**config.mk**
```make
export PLATFORM = sky130hd
export DESIGN_NAME = multi_key_pulse
export DESIGN_NICKNAME = d
export VERILOG_FILES = /design/src/rtl/multi_key_pulse.sv
export SDC_FILE = /design/constraint.sdc
export NUM_CORES = 1
export LEC_CHECK = 0
export ABC_AREA = 1
export BUFFER_PORTS_ARGS = -buffer_cell sky130_fd_sc_hd__buf_2
export CORE_ASPECT_RATIO = 1.4
export CORE_UTILIZATION = 57
export CTS_CLUSTER_DIAMETER = 80
export DETAILED_ROUTE_END_ITERATION = 10
export GPL_ROUTABILITY_DRIVEN = 0
export PLACE_DENSITY = 0.8
export SYNTH_ARGS = -nofsm -noshare
export SYNTH_HDL_FRONTEND = slang
export SYNTH_SLANG_ARGS = --single-unit
```
**constraint.sdc**
```tcl
create_clock -name clk_i -period 1.7 [get_ports clk_i]
set_input_delay 0.255 -clock clk_i [delete_from_list [all_inputs] [get_ports clk_i]]
set_output_delay 0.255 -clock clk_i [all_outputs]
set_load 0.05 [all_outputs]
```
**src/rtl/multi_key_pulse.sv**
```systemverilog
// N-channel key front end: synchroniser, per-channel debounce, press/release pulses.
// Define AUTO_REPEAT_EN to add hold-to-repeat press pulses.
module multi_key_pulse #(
    parameter int unsigned N               = 4,
    parameter int unsigned SYNC_STAGES     = 2,
    parameter int unsigned DEBOUNCE_CYCLES = 4
`ifdef AUTO_REPEAT_EN
    ,
    parameter int unsigned REPEAT_DELAY    = 50,
    parameter int unsigned REPEAT_PERIOD   = 10
`endif
) (
    input  logic         clk_i,
    input  logic         reset_ni,
    input  logic [N-1:0] in_i,
    output logic [N-1:0] out_o,
    output logic [N-1:0] release_o,
    output logic [N-1:0] level_o
);

    localparam int unsigned CW = $clog2(DEBOUNCE_CYCLES + 1);
    localparam logic [CW-1:0] CntLast = CW'(DEBOUNCE_CYCLES - 1);

    logic [SYNC_STAGES-1:0][N-1:0] sync_q;
    logic [N-1:0]                  s;
    logic [N-1:0][CW-1:0]          cnt_q, cnt_d;
    logic [N-1:0]                  level_q, level_d;
    logic [N-1:0]                  out_q, out_d;
    logic [N-1:0]                  rel_q, rel_d;

    assign s = sync_q[SYNC_STAGES-1];

`ifdef AUTO_REPEAT_EN
    localparam int unsigned RepMax = (REPEAT_DELAY > REPEAT_PERIOD) ? REPEAT_DELAY
                                                                    : REPEAT_PERIOD;
    localparam int unsigned RW = $clog2(RepMax + 1);
    localparam logic [RW-1:0] RepFirst = RW'(REPEAT_DELAY - 1);
    localparam logic [RW-1:0] RepNext  = RW'(REPEAT_PERIOD - 1);

    logic [N-1:0][RW-1:0] rcnt_q, rcnt_d;
`endif

    always_comb begin
        cnt_d   = cnt_q;
        level_d = level_q;
        out_d   = '0;
        rel_d   = '0;
`ifdef AUTO_REPEAT_EN
        rcnt_d  = rcnt_q;
`endif
        for (int i = 0; i < int'(N); i++) begin
            if (s[i] == level_q[i]) begin
                cnt_d[i] = '0;
            end else if (cnt_q[i] == CntLast) begin
                level_d[i] = s[i];
                cnt_d[i]   = '0;
                out_d[i]   = s[i];
                rel_d[i]   = ~s[i];
            end else begin
                cnt_d[i] = cnt_q[i] + CW'(1);
            end
`ifdef AUTO_REPEAT_EN
            // Down-counter to the next repeat; reloaded on press, held clear while released.
            if (!level_d[i]) begin
                rcnt_d[i] = '0;
            end else if (!level_q[i]) begin
                rcnt_d[i] = RepFirst;
            end else if (rcnt_q[i] == '0) begin
                out_d[i]  = 1'b1;
                rcnt_d[i] = RepNext;
            end else begin
                rcnt_d[i] = rcnt_q[i] - RW'(1);
            end
`endif
        end
    end

    always_ff @(posedge clk_i or negedge reset_ni) begin
        if (!reset_ni) begin
            sync_q  <= '0;
            cnt_q   <= '0;
            level_q <= '0;
            out_q   <= '0;
            rel_q   <= '0;
        end else begin
            sync_q  <= {sync_q[SYNC_STAGES-2:0], in_i};
            cnt_q   <= cnt_d;
            level_q <= level_d;
            out_q   <= out_d;
            rel_q   <= rel_d;
        end
    end

`ifdef AUTO_REPEAT_EN
    always_ff @(posedge clk_i or negedge reset_ni) begin
        if (!reset_ni) begin
            rcnt_q <= '0;
        end else begin
            rcnt_q <= rcnt_d;
        end
    end
`endif

    assign out_o     = out_q;
    assign release_o = rel_q;
    assign level_o   = level_q;

endmodule

```
==> key figures <==
Logic synthesis
  • Mapped Cells: 116
  • Yosys top cell area share: 68.4%
  • Async S/R FF share, synth: 100%
  • Syn nets: 126
  • Mapped Area: 1170 um2
  • Commonest register cell after synthesis: dfrtp_1
  • Synth area leader: dfrtp_1
  • Yosys cell types: 8
  • Avg Inst Size Synth: 10.1 um2
  • Yosys warns: 0
  • Sequential fraction of the synthesis area: 68.4%
  • Synthesized flop and latch total: 32
  • Most frequent cells after synthesis: dfrtp_1, nand2_1, inv_1, nor2_1
  • Ranking of synthesized cells by area: dfrtp_1, nand2_1, inv_1
  • Post-synth EDFFs: 0

Die
  • Die height: 55.6 um
  • Die X: 40.3 um
  • Die area: 2240 um2
  • IO Count: 18
  • Initial Util: 60.1%
  • Core ar.: 1950 um2
  • Site Rows: 19

Worst setup path
  • Slowest stage delay, CP: 410 ps
  • Worst EP arrival: 1010 ps
  • Family with the most delay on the worst path: flip-flops
  • CP Capture Type: output pin
  • Crit path cell chain: buf_2
  • Crit path kind: register to output pin
  • CP Max Fanout: 4
  • Worst Path Required: 1440 ps
  • Crit path buffers/inverters: 1
  • CP startpoint kind: register
  • R2R Setup Slk: 710 ps
  • Worst path slowest cell: dfrtp_1

Detailed routing
  • Vias per cell: 4.72
  • Routed vias: 769
  • ANT nets after route: 0
  • Detailed Route Iter0 Violations: 11
  • DRT Wirelength: 1680 um
  • DRC: 0
  • Drt wl/cell: 10.3 um
  • Drt first pass iters: 3

Global route
  • Largest net degree at the start of global routing: 33
  • Gr ovfl total: 0
  • Vias in the first global route: 743
  • First-pass GRT wire length: 2790 um
  • Initial antenna violation count: 0
  • GRT Util Overall: 18.9%

STA
  • Max Clock Freq: 791 MHz
  • Setup-failing EPs final: 0
  • Clock Skews: 5.35 ps
  • Max-slew violations: 0
  • Post-route clock period utilization: 74.3%
  • Total Neg Setup Slack: 0 ps
  • Relative slew slack: 56.3%
  • Unrepaired setup endpoints after global routing: no
  • Actual slew at the worst max-slew pin: 655 ps
  • Period minus WS final: 1260 ps
  • Fin. Hold Viols: 0

Placed design
  • I/O Buffers: 17
  • Placed cells: 154
  • Post-DP HPWL: 1230 um

Clocking
  • Clock Latency Late Sink: 320 ps
  • CTS buffer count: 5
  • CTS clock-pin slew for the worst setup and hold paths: 80 ps
  • Root Buffer: clkbuf_4
  • Post-CTS Setup Bufs: 0
  • Maximum buffer depth of the clock tree: 2
  • CTS Sinks: 32
  • CTS tree: built
  • # H-tree levels: 2

Final layout
  • Area Growth Syn to Fin: 15.4%
  • Final Net Count: 151
  • Antenna cells: 0
  • Share of layout cells above drive strength 1: 19.0%
  • Finished Layout Cells: 163

Pwr
  • Pwr dens: 1520 nW/um2
  • Max VDD drop: 0.901 mV
  • Pleak: 0.000759 uW

Outcome
  • Outcome: finished, final reports clean

Job
  • MaxCap Viol Count: 0

Min path
  • Hold Crit Class: input port to register
==> flip-flops by register name (all words and copies together) (netlist names) <==
signal	cells
s	4
release_o	4
sync_q	4
level_o	4
cnt_q	12
out_o	4
==> path summary, 6_finish.rpt <==
kind	from	end	cells after the start
worst max register to register	cnt_q[0]$_DFF_PN0_	cnt_q[1]$_DFF_PN0_	4
worst min register to register	sync_q[0]$_DFF_PN0_	s[0]$_DFF_PN0_	0
worst min-delay path	in_i[2]	sync_q[2]$_DFF_PN0_	1
max in group asynchronous	reset_ni	s[1]$_DFF_PN0_	2
worst max-delay path	level_o[3]$_DFFE_PN0P_	level_o[3]	1
min in group asynchronous	reset_ni	release_o[0]$_DFF_PN0_	2
==> cell usage in the layout, fill, tap and decap left out <==
master / n
buf_2: 17
clkbuf_1: 2
clkbuf_4: 5
clkbuf_8: 1
dfrtp_1: 32
dlygate4sd3_1: 1
ha_1: 4
inv_1: 20
nand2_1: 32
nand2_2: 4
nand3_1: 4
nor2_1: 16
nor3_1: 4
==> layer usage <==
| metal | track usage, % | vias up | wire length, um |
|---|---|---|---|
| li1 | - | 393 | - |
| met1 | 20.9 | 350 | 722 |
| met2 | 29.7 | 19 | 829 |
| met3 | 7.20 | 7 | 85 |
| met4 | 10.0 | 0 | 47 |
| met5 | 0 | - | 0 |
==> cells by family (layout without fill, tap and decap cells) <==
logic type,count (synthesis),after routing,share of synthesized area [%]
adders and majority gates,4,4,4.27
buffers and inverters,20,46,6.41
and+or+nand+nor,60,60,20.9
DFF,32,32,68.4
==> where the power goes <==
| group | leakage (uW) | internal, uW | total (uW) | switching (uW) |
|---|---|---|---|---|
| Clock | 0.0000326 | 204 | 423 | 219 |
| Sequential | 0.000413 | 902 | 992 | 89.8 |
| Combinational | 0.000313 | 185 | 633 | 448 |
| Total | 0.000759 | 1290 | 2050 | 757 |
==> what timing repair did <==
| action | 4_1_cts | 5_1_grt |
|---|---|---|
| endpoints found under the hold margin | 32 | 0 |
| hold buffers | 1 | 0 |
| gates resized for setup | 0 | 0 |
==> metrics by stage <==
step	area, um2	worst slack [ps]	power [uW]	utilization (%)	hold WS [ps]
after global placement	1280	754	1610	65.8	318
after floorplan	1170	675	1490	-	-40.6
final	1350	436	2050	69.3	43.7
after CTS	1350	428	2080	69.3	27.9
after global routing	1350	376	2210	69.3	15.1
after detailed placement	1280	716	1640	65.8	324
==> worst reg2reg max path, cell delays in order (launching register included) <==
cell	delay, ps
dfrtp_1	390
ha_1	230
nand2_1	130
nand2_1	60
nor2_1	110
==> layout make-up <==
type | instances | area (um2)
Clock buffer | 8 | 58.8
Fill cell | 160 | 598
Inverter | 20 | 75.1
Multi-Input combinational cell | 64 | 295
Sequential cell | 32 | 801
Tap cell | 21 | 26.3
Timing Repair Buffer | 18 | 95.1
(Power assumes the default switching activity.)
